[config.mk]
export PLATFORM = sky130hd
export DESIGN_NAME = sensor_pattern_gen_flat
export DESIGN_NICKNAME = d
export VERILOG_FILES = /design/src/rtl/sensor_pattern_gen_if.sv /design/src/rtl/sensor_pattern_gen.sv /design/src/flat_wrapper.sv
export SDC_FILE = /design/constraint.sdc
export NUM_CORES = 1
export LEC_CHECK = 0
export CAP_MARGIN = 20
export CORE_UTILIZATION = 40
export CTS_CLUSTER_DIAMETER = 30
export CTS_CLUSTER_SIZE = 12
export DETAILED_ROUTE_END_ITERATION = 10
export PLACE_DENSITY = 0.66
export SLEW_MARGIN = 20
export SYNTH_ARGS = -nofsm -noshare
export SYNTH_HDL_FRONTEND = slang
export SYNTH_SLANG_ARGS = --single-unit
[constraint.sdc]
create_clock -name clk -period 5.62 [get_ports clk]
set_clock_uncertainty 0.05 [all_clocks]
set_input_delay 1.686 -clock clk [delete_from_list [all_inputs] [get_ports clk]]
set_output_delay 1.686 -clock clk [all_outputs]
set_load 0.02 [all_outputs]
[src/rtl/sensor_pattern_gen_if.sv]
// ---------------------------------------------------------------------------
// sensor_pattern_gen_if
// Parallel pixel bus as presented by an image sensor: a frame strobe, a line
// strobe and pixel data. The generator drives it through the master modport.
// The capture path observes it through the slave modport.
//   frame_valid : high from frame start to frame end
//   line_valid  : high during active pixels
//   pix_data    : pixel value, zero whenever line_valid is low
// ---------------------------------------------------------------------------
interface sensor_pattern_gen_if #(
  parameter int DATA_WIDTH = 12
);
  logic                  frame_valid;
  logic                  line_valid;
  logic [DATA_WIDTH-1:0] pix_data;

  modport master (output frame_valid, output line_valid, output pix_data);
  modport slave  (input  frame_valid, input  line_valid, input  pix_data);
endinterface

[src/rtl/sensor_pattern_gen.sv]
// ---------------------------------------------------------------------------
// sensor_pattern_gen
// Synthetic image-sensor source in the pixel clock domain. It produces frames
// with programmable geometry, blanking and test pattern on the same parallel
// pixel bus that a real sensor drives.
//   clk         : pixel clock; all logic runs on the rising edge
//   reset       : synchronous, active-high
//   enable      : 1 = run frames back to back; 0 = stop once the current
//                 frame (including vertical blanking) has finished
//   width       : active pixels per line            (0 behaves as 1)
//   height      : active lines per frame            (0 behaves as 1)
//   hblank      : horizontal blanking cycles        (0 behaves as 1)
//   vblank      : vertical blanking cycles          (0 behaves as 1)
//   pattern     : 0 = x, 1 = y, 2 = 8x8 checkerboard, 3 = x+y+frame_count
//   pix_if      : frame_valid / line_valid / pix_data (master)
//   frame_count : completed frames, wraps around
//   busy        : high while the generator is not idle
// Stage p0 holds the frame FSM and its counters. Stage p1 is the output
// register. Every output therefore trails the FSM state by one cycle.
// ---------------------------------------------------------------------------
module sensor_pattern_gen #(
  parameter int DATA_WIDTH = 12,
  parameter int CNT_WIDTH  = 16
) (
  input  logic                 clk,
  input  logic                 reset,
  input  logic                 enable,
  input  logic [CNT_WIDTH-1:0] width,
  input  logic [CNT_WIDTH-1:0] height,
  input  logic [CNT_WIDTH-1:0] hblank,
  input  logic [CNT_WIDTH-1:0] vblank,
  input  logic [1:0]           pattern,
  sensor_pattern_gen_if.master pix_if,
  output logic [CNT_WIDTH-1:0] frame_count,
  output logic                 busy
);

  localparam int SUM_W = (DATA_WIDTH > CNT_WIDTH) ? DATA_WIDTH : CNT_WIDTH;

  typedef enum logic [2:0] {
    IDLE   = 3'd0,
    FSTART = 3'd1,
    LINE   = 3'd2,
    HBLANK = 3'd3,
    FEND   = 3'd4,
    VBLANK = 3'd5
  } state_t;

  // A zero-length line, frame or blanking interval is treated as length 1.
  // This keeps the "count == length-1" terminal compares well defined.
  function automatic logic [CNT_WIDTH-1:0] clamp1(input logic [CNT_WIDTH-1:0] v);
    return (v == '0) ? CNT_WIDTH'(1) : v;
  endfunction

  function automatic logic [DATA_WIDTH-1:0] pattern_pix(
    input logic [1:0]           sel,
    input logic [CNT_WIDTH-1:0] px,
    input logic [CNT_WIDTH-1:0] py,
    input logic [CNT_WIDTH-1:0] fc
  );
    logic [SUM_W-1:0] sum;
    case (sel)
      2'd0:    sum = SUM_W'(px);
      2'd1:    sum = SUM_W'(py);
      2'd2:    sum = (px[3] ^ py[3]) ? '1 : '0;
      default: sum = SUM_W'(px) + SUM_W'(py) + SUM_W'(fc);
    endcase
    return sum[DATA_WIDTH-1:0];
  endfunction

  state_t               state_p0, state_nxt;
  logic [CNT_WIDTH-1:0] x_p0, y_p0, cnt_p0, fcnt_p0;
  logic [CNT_WIDTH-1:0] w_p0, h_p0, hb_p0, vb_p0;
  logic [1:0]           pat_p0;

  logic [CNT_WIDTH-1:0] blank_len;
  logic                 cnt_last, x_last, y_last, enter_fstart;

  logic                  fv_p1, lv_p1, busy_p1;
  logic [DATA_WIDTH-1:0] pix_p1;
  logic [CNT_WIDTH-1:0]  fc_p1;

  // The same cnt_p0 times every blanking interval. Only VBLANK uses the
  // vertical length.
  assign blank_len = (state_p0 == VBLANK) ? vb_p0 : hb_p0;
  assign cnt_last  = (cnt_p0 == blank_len - 1'b1);
  assign x_last    = (x_p0 == w_p0 - 1'b1);
  assign y_last    = (y_p0 == h_p0 - 1'b1);

  always_comb begin
    state_nxt = state_p0;
    case (state_p0)
      IDLE:    if (enable)   state_nxt = FSTART;
      FSTART:  if (cnt_last) state_nxt = LINE;
      LINE:    if (x_last)   state_nxt = y_last ? FEND : HBLANK;
      HBLANK:  if (cnt_last) state_nxt = LINE;
      FEND:    if (cnt_last) state_nxt = VBLANK;
      VBLANK:  if (cnt_last) state_nxt = enable ? FSTART : IDLE;
      default:               state_nxt = IDLE;
    endcase
  end

  assign enter_fstart = (state_nxt == FSTART) && (state_p0 != FSTART);

  // ---- stage p0: frame FSM and counters ----
  always_ff @(posedge clk) begin
    if (reset) begin
      state_p0 <= IDLE;
      cnt_p0   <= '0;
      x_p0     <= '0;
      y_p0     <= '0;
      fcnt_p0  <= '0;
    end else begin
      state_p0 <= state_nxt;
      cnt_p0   <= (state_nxt != state_p0) ? '0 : cnt_p0 + 1'b1;
      if (state_p0 == LINE && !x_last) x_p0 <= x_p0 + 1'b1;
      else                             x_p0 <= '0;
      if (enter_fstart)
        y_p0 <= '0;
      else if (state_p0 == LINE && x_last && !y_last)
        y_p0 <= y_p0 + 1'b1;
      if (state_p0 == FEND && state_nxt == VBLANK)
        fcnt_p0 <= fcnt_p0 + 1'b1;
    end
  end

  // The configuration is sampled only at frame entry. A frame therefore
  // always runs with consistent geometry, whatever the inputs do meanwhile.
  always_ff @(posedge clk) begin
    if (enter_fstart) begin
      w_p0   <= clamp1(width);
      h_p0   <= clamp1(height);
      hb_p0  <= clamp1(hblank);
      vb_p0  <= clamp1(vblank);
      pat_p0 <= pattern;
    end
  end

  // ---- stage p1: registered sensor outputs ----
  always_ff @(posedge clk) begin
    if (reset) begin
      fv_p1   <= 1'b0;
      lv_p1   <= 1'b0;
      pix_p1  <= '0;
      fc_p1   <= '0;
      busy_p1 <= 1'b0;
    end else begin
      fv_p1   <= (state_p0 == FSTART) || (state_p0 == LINE) ||
                 (state_p0 == HBLANK) || (state_p0 == FEND);
      lv_p1   <= (state_p0 == LINE);
      pix_p1  <= (state_p0 == LINE) ? pattern_pix(pat_p0, x_p0, y_p0, fcnt_p0) : '0;
      fc_p1   <= fcnt_p0;
      busy_p1 <= (state_p0 != IDLE);
    end
  end

  assign pix_if.frame_valid = fv_p1;
  assign pix_if.line_valid  = lv_p1;
  assign pix_if.pix_data    = pix_p1;
  assign frame_count        = fc_p1;
  assign busy               = busy_p1;

endmodule

[src/flat_wrapper.sv]
// flat-port wrapper written by rule: the top's interface ports become plain ports
module sensor_pattern_gen_flat 
#(
  parameter int DATA_WIDTH = 12,
  parameter int CNT_WIDTH  = 16
)
  (clk, reset, enable, width, height, hblank, vblank, pattern, frame_count, busy, pix_if_frame_valid, pix_if_line_valid, pix_if_pix_data);
  sensor_pattern_gen_if #(.DATA_WIDTH(DATA_WIDTH)) pix_if_i ();
  input  logic clk;
  input  logic reset;
  input  logic enable;
  input  logic [CNT_WIDTH-1:0] width;
  input  logic [CNT_WIDTH-1:0] height;
  input  logic [CNT_WIDTH-1:0] hblank;
  input  logic [CNT_WIDTH-1:0] vblank;
  input  logic [1:0] pattern;
  output logic [CNT_WIDTH-1:0] frame_count;
  output logic busy;
  output wire logic [$bits(pix_if_i.frame_valid)-1:0] pix_if_frame_valid;
  output wire logic [$bits(pix_if_i.line_valid)-1:0] pix_if_line_valid;
  output wire logic [$bits(pix_if_i.pix_data)-1:0] pix_if_pix_data;
  assign pix_if_frame_valid = pix_if_i.frame_valid;
  assign pix_if_line_valid = pix_if_i.line_valid;
  assign pix_if_pix_data = pix_if_i.pix_data;
  sensor_pattern_gen #(.DATA_WIDTH(DATA_WIDTH), .CNT_WIDTH(CNT_WIDTH)) u_core (.clk(clk), .reset(reset), .enable(enable), .width(width), .height(height), .hblank(hblank), .vblank(vblank), .pattern(pattern), .pix_if(pix_if_i), .frame_count(frame_count), .busy(busy));
endmodule
==> results of run 1 <==
## logic make-up after synthesis
logic type / count (synthesis) / share of synthesized area
muxes: 34 / 0.0386
DFF: 164 / 0.438
xor gates and xnor gates: 125 / 0.122
buffers and inverters: 124 / 0.0542
and+or+nand+nor: 345 / 0.206
AOI/OAI and AO/OA: 119 / 0.0911
adders and majority gates: 29 / 0.0503
## sequential cells by signal (all words and copies together), names as in the netlist, 3 cells and up
name                    flops
u_core.fcnt_p0             16
u_core.cnt_p0              16
u_core.frame_count         16
u_core.state_p0             3
u_core.h_p0                16
u_core.w_p0                16
u_core.y_p0                16
u_core.pix_if.pix_data     12
u_core.vb_p0               16
u_core.x_p0                16
u_core.hb_p0               16
## layout by cell type, fill, tap and decap left out, drive strengths merged, types with 6 or more instances in the layout
cell type / n
o22ai: 9
nand2: 38
or4: 12
nand4: 14
and3: 21
xor2: 55
clkdlybuf4s50: 98
a31oi: 8
inv: 29
nor3: 50
mux2: 6
buf: 7
mux2i: 28
nor4: 25
dfxtp: 98
edfxtp: 66
fa: 12
clkbuf: 23
a21oi: 26
xnor2: 70
or3: 10
a221oi: 9
nor2b: 25
nor2: 76
ha: 17
o21ai: 21
nand3: 41
## how the worst max path moves through the flow
stage	endpoint	slack (ns)	cells after the start
global route	u_core.w_p0[13]$_SDFFCE_PN0P_	0.81	12
CTS	u_core.w_p0[13]$_SDFFCE_PN0P_	1.19	11
detailed placement	u_core.h_p0[9]$_SDFFCE_PN0P_	1.21	11
global placement	u_core.h_p0[9]$_SDFFCE_PN0P_	1.28	11
floorplan	u_core.h_p0[0]$_SDFFCE_PN1P_	1.36	13
finish	u_core.w_p0[15]$_SDFFCE_PN0P_	1.18	11
## power by group
| part | total [mW] | internal (mW) | leakage, nW | switching [mW] |
|---|---|---|---|---|
| Clock | 1.18 | 0.692 | 0.298 | 0.487 |
| Sequential | 1.35 | 1.30 | 1.42 | 0.0548 |
| Combinational | 0.244 | 0.115 | 1.95 | 0.130 |
| Total | 2.78 | 2.10 | 3.67 | 0.671 |
## routing by layer
metal  part of all wire  vias up  GRT usage
met5                  0        -          0
met4              0.026        0     0.0787
met3              0.049       32     0.0382
met2               0.45      195      0.296
met1               0.47     3293      0.250
li1                   -     3390          -
## final cells by class
type,count,area share
repair buffers,105,0.0973
clock inverters,9,0.00838
flip-flops and latches,164,0.372
inverters,26,0.00921
multi-input cells,652,0.432
clock buffers,23,0.0483
well taps,280,0.0331
## per-stage QoR
| step | setup WS [ns] | std cells | hold slack (ns) |
|---|---|---|---|
| 6_report | 1.18 | 1259 | 0.435 |
| 5_1_grt | 0.814 | 1259 | 0.471 |
| 4_1_cts | 1.19 | 1259 | 0.439 |
| 3_5_place_dp | 1.21 | 1227 | 0.430 |
| 3_3_place_gp | 1.28 | 1227 | 0.423 |
| 2_1_floorplan | 1.36 | 940 | 0.402 |
==> run summary, run 1 <==
- finished, violations left — outcome
- design-rule violations — violated checks
- 6563 — vias in the first global route
- 495 — Iter 0 DRT Violations
- 0 — total of max-cap violations
- 3940 um^2 — area taken by flip-flops and latches
- 0 — max-slew violation count
- 4 — level count of the clock H-tree
- 99 — count of buffers from port buffering
- 0.71 ns — delay of the slowest cell on the worst path
- 0.0521 — fraction of final layout cells sized beyond drive strength 1
- 66 — number of flops mapped to enable cells by yosys
- 0 — # Post-CTS Setup Buffers
- u_core.w_p0[0]$_SDFFCE_PN1P_ — FF-to-FF Start
- 5.49 — via density per instance
- 4.44 ns — fin crit period
- flop — kind of end point of the critical path
- 0 — Final setup violation count
- 15600 um — HPWL after DPL
- 0 — residual antenna-violating net count after detailed routing
- 0.000182 V — maximum resistive drop on vdd
- 164 — clock sink count
- 1 — count of cells along the worst hold path
- sky130_fd_sc_hd__edfxtp_1 — cell taking the most area after synthesis
- 55 — maximum number of pins on one net before global-route repair
- 10000 um^2 — Placement Cell Area
- 22000 um^2 — core outline area
- 1038 — total nets after synthesis
- sky130_fd_sc_hd__or4_1 — cell type of the slowest stage on the worst timing path
- 0.835 — weighted congestion at the end of routability-driven global placement
- u_core.w_p0[0]$_SDFFCE_PN1P_ — timing startpoint of the critical path
- 0.790 — share of the clock period used by the worst path
- 0.220 — fraction of synthesized cell area taken by the top area cell type
- 17.7% — synthesis-to-layout area growth
- 1.18 ns — R2R setup slack
- 3.67 nW — leakage power
- 2 — Buf/Inv on CP
- 0.438 — post-synthesis sequential area ratio
- 72 — Netlist cell types
- sky130_fd_sc_hd__dfxtp_1 — most used standard cell by instance count after synthesis
- 0.06 ns — clock slew at the register clock pins of the worst setup and hold paths
- sky130_fd_sc_hd__or4_1 — critical path's most frequent cell
- 5.63 ns — data required time of the critical path
- reg -> reg — type of the worst setup path
- 225 MHz — Peak Freq
- built — clock tree from TritonCTS
- 23100 um^2 — die area
- false — unrepaired setup endpoints after global routing
- 6910 — vias
- sky130_fd_sc_hd__dfxtp_1 — top_reg_cell synth
- 0.43 ns — clock latency on the worst-skew pair
- simple AND/OR/NAND/NOR gates — kind of cell adding the most delay to the critical path
- 17 — Inserted Clock Buffers
- sky130_fd_sc_hd__edfxtp_1, sky130_fd_sc_hd__dfxtp_1, sky130_fd_sc_hd__xnor2_1 — main area contributors after synthesis
- 4.45 ns — Worst EP arrival
- 0 — count of endpoints failing hold in the final timing report
- 0 — share of async-settable or async-resettable flops after synthesis
- 2026 — number of filler cells placed in the layout
- 0 — total of cells resized after clock tree synthesis
- sky130_fd_sc_hd__dfxtp_1, sky130_fd_sc_hd__clkbuf_1, sky130_fd_sc_hd__nor2_1, sky130_fd_sc_hd__xnor2_1, sky130_fd_sc_hd__edfxtp_1 — leading cell types by count after synthesis
- 100 — number of I/O pins
- 16.7 um — DR WL/cell
- 1064 — count of nets after finishing
- 8 — number of optimization iterations in the first detailed-route pass
- 34300 um — first-pass GRT wire length
- 8 — detailed-route DRC error count
- flop — critical path launch point type
- 2.78 mW — Total Power Consumption
- 11 — worst-case reg-to-reg path depth
- 0 — hold buffers post-CTS
- u_core.w_p0[15]$_SDFFCE_PN0P_ — end of the worst register-to-register path
- 152 um — chip height
- 262 nW/um^2 — PD cells
- 0 ns — aggregate negative setup slack
- 152 um — die boundary width
- inv_1 > ha_1 > or4b_1 > xnor2_1 > or4_1 > nor4_1 > a21oi_1 > or4_1 > o31a_1 > a2bb2oi_4 > buf_4 — crit path cell chain
- 2 — maximum root-to-sink buffer count
- 10600 um^2 — cell area after layout
- 940 — Synth Instances
- 45 — crit path max fanout
- sky130_fd_sc_hd__clkbuf_16 — clock tree root driver cell
- 0.496 — Rel. slew slack
- 0 — final global-route overflow total
- 0.410 — initial standard-cell utilization of the core
- 0 — Syn. warnings
- u_core.frame_count[15]$_SDFF_PP0_ — endpoint with the worst hold slack
- 0 — antenna violations before repair
- 0.483 — final design utilization
- u_core.fcnt_p0[15]$_SDFFE_PP0P_ — startpoint of the lowest-slack hold path
- 0.187 — total global-route track usage
- 4580 um^2 — multi-input gate area in the final layout
- 21000 um — total wire length
- 9.58 um^2 — average cell area after synthesis
- reg -> reg — worst hold path type
- 9010 um^2 — cell area after synthesis
- 0.750 ns — pin slew with the least headroom to its limit
- 0 — ant diodes
- 54 — Row Count
- 164 — #FFs+latches synth
(Power assumes the default switching activity.)
==> inputs of run 2 (changes only) <==
- clock period: 5.62 -> 4.35 ns (I/O delays scaled with it)
==> run summary, run 2 (synthesis gave the netlist of run 1 again) <==
- 4.17 ns — Worst EP arrival
- 0 — residual antenna-violating net count after detailed routing
- 152 um — chip height
- 2 — Buf/Inv on CP
- sky130_fd_sc_hd__clkbuf_16 — clock tree root driver cell
- u_core.w_p0[11]$_SDFFCE_PN0P_ — end of the worst register-to-register path
- 11 — worst-case reg-to-reg path depth
- 2 — maximum root-to-sink buffer count
- 55 — maximum number of pins on one net before global-route repair
- 10100 um^2 — Placement Cell Area
- 0.410 — initial standard-cell utilization of the core
- 0 — ant diodes
- 20800 um — total wire length
- 0.487 — final design utilization
- met4 — top metal layer carrying routed signals
- 0 — hold buffers post-CTS
- built — clock tree from TritonCTS
- 0 — # Post-CTS Setup Buffers
- 0.43 ns — clock latency on the worst-skew pair
- 0 — Final setup violation count
- 3.73 nW — leakage power
- 0.516 — Rel. slew slack
- 0 — max-slew violation count
- 0.945 — share of the clock period used by the worst path
- 10700 um^2 — cell area after layout
- 0.903 — weighted congestion at the end of routability-driven global placement
- 99 — count of buffers from port buffering
- 0.24 ns — R2R setup slack
- 16.4 um — DR WL/cell
- sky130_fd_sc_hd__or4_1 — critical path's most frequent cell
- design-rule violations — violated checks
- 10200 um — wire length on met1
- 9530 um — Detail Route met2 WL
- 0 — total of max-cap violations
- 0 — count of endpoints failing hold in the final timing report
- sky130_fd_sc_hd__or4_1 — cell type of the slowest stage on the worst timing path
- 4 — level count of the clock H-tree
- 0 — antenna violations before repair
- reg -> reg — worst hold path type
- 0 — total of cells resized after clock tree synthesis
- 164 — clock sink count
- 100 — number of I/O pins
- flop — kind of end point of the critical path
- sky130_fd_sc_hd__clkdlybuf4s50_1, sky130_fd_sc_hd__dfxtp_1, sky130_fd_sc_hd__nor2_1 — top library cells by usage in the layout, fill and taps aside
- 4.11 ns — fin crit period
- 15600 um — HPWL after DPL
- 0.000229 V — maximum resistive drop on vdd
- 1 — count of cells along the worst hold path
- 23100 um^2 — die area
- 17 — Inserted Clock Buffers
- 3.56 mW — Total Power Consumption
- 0 ns — aggregate negative setup slack
- 34100 um — first-pass GRT wire length
- 5.36 — via density per instance
- 0.186 — total global-route track usage
- inv_1 > ha_1 > or4b_1 > xnor2_1 > or4_1 > nor4_1 > a21oi_1 > or4_1 > o31a_1 > a2bb2oi_4 > buf_12 — crit path cell chain
- 0.60 ns — delay of the slowest cell on the worst path
- 8 — detailed-route DRC error count
- 8 — number of optimization iterations in the first detailed-route pass
- 875 um — detailed route wirelength on metal3
- 48 — crit path max fanout
- 0.0597 — fraction of final layout cells sized beyond drive strength 1
- u_core.w_p0[0]$_SDFFCE_PN1P_ — FF-to-FF Start
- finished, violations left — outcome
- reg -> reg — type of the worst setup path
- 0 — final global-route overflow total
- 22000 um^2 — core outline area
- 54 — Row Count
- u_core.frame_count[15]$_SDFF_PP0_ — endpoint with the worst hold slack
- 4.41 ns — data required time of the critical path
- u_core.fcnt_p0[15]$_SDFFE_PP0P_ — startpoint of the lowest-slack hold path
- 6416 — vias in the first global route
- 333 nW/um^2 — PD cells
- 152 um — die boundary width
- 0.06 ns — clock slew at the register clock pins of the worst setup and hold paths
- 6797 — vias
- 1075 — count of nets after finishing
- false — unrepaired setup endpoints after global routing
- 468 — Iter 0 DRT Violations
- simple AND/OR/NAND/NOR gates — kind of cell adding the most delay to the critical path
- flop — critical path launch point type
- 18.7% — synthesis-to-layout area growth
- 0.720 ns — pin slew with the least headroom to its limit
- 243 MHz — Peak Freq
==> run 2: cell type report <==
cell class,count,area (um^2)
repair buffers,116,1140
multi-input cells,652,4580
well taps,280,350
fillers,1997,11300
inverters,26,97.6
clock buffers,23,480
clock inverters,8,101
flip-flops and latches,164,3940
==> run 2: how the worst max path moves through the flow <==
stage	from	endpoint	slack (ns)	cells after the start
finish	u_core.w_p0[0]$_SDFFCE_PN1P_	u_core.w_p0[11]$_SDFFCE_PN0P_	0.24	11
global placement	u_core.w_p0[0]$_SDFFCE_PN1P_	u_core.w_p0[11]$_SDFFCE_PN0P_	0.31	11
detailed placement	u_core.w_p0[0]$_SDFFCE_PN1P_	u_core.w_p0[11]$_SDFFCE_PN0P_	0.31	11
floorplan	u_core.state_p0[2]$_SDFF_PP0_	u_core.h_p0[0]$_SDFFCE_PN1P_	0.09	13
CTS	u_core.w_p0[0]$_SDFFCE_PN1P_	u_core.w_p0[5]$_SDFFCE_PN0P_	0.25	11
global route	u_core.w_p0[0]$_SDFFCE_PN1P_	u_core.vb_p0[3]$_SDFFCE_PN0P_	0.02	11
==> run 2: metrics by stage <==
stage	setup WS (ns)	hold WS, ns	cells
floorplan	0.0896	0.402	940
global placement	0.314	0.436	1238
detailed placement	0.311	0.439	1238
CTS	0.247	0.445	1269
global route	0.0216	0.459	1269
finish	0.238	0.445	1269
==> run 2: worst register-to-register path: stages, from the launching register on <==
cell and delay, ns:
sky130_fd_sc_hd__edfxtp_1 0.43, sky130_fd_sc_hd__inv_1 0.08, sky130_fd_sc_hd__ha_1 0.22, sky130_fd_sc_hd__or4b_1 0.58, sky130_fd_sc_hd__xnor2_1 0.17, sky130_fd_sc_hd__or4_1 0.40
sky130_fd_sc_hd__nor4_1 0.18, sky130_fd_sc_hd__a21oi_1 0.07, sky130_fd_sc_hd__or4_1 0.60, sky130_fd_sc_hd__o31a_1 0.44, sky130_fd_sc_hd__a2bb2oi_4 0.27, sky130_fd_sc_hd__buf_12 0.28
==> run 2: layer usage <==
metal | track usage | vias up
met2 | 0.297 | 144
met4 | 0.0442 | 0
met1 | 0.257 | 3225
li1 | - | 3407
met5 | 0 | -
met3 | 0.0382 | 21
==> run 2: power breakdown <==
part | switching, mW | internal, mW
combinational | 0.167 | 0.157
clock | 0.597 | 0.895
sequential | 0.0681 | 1.68
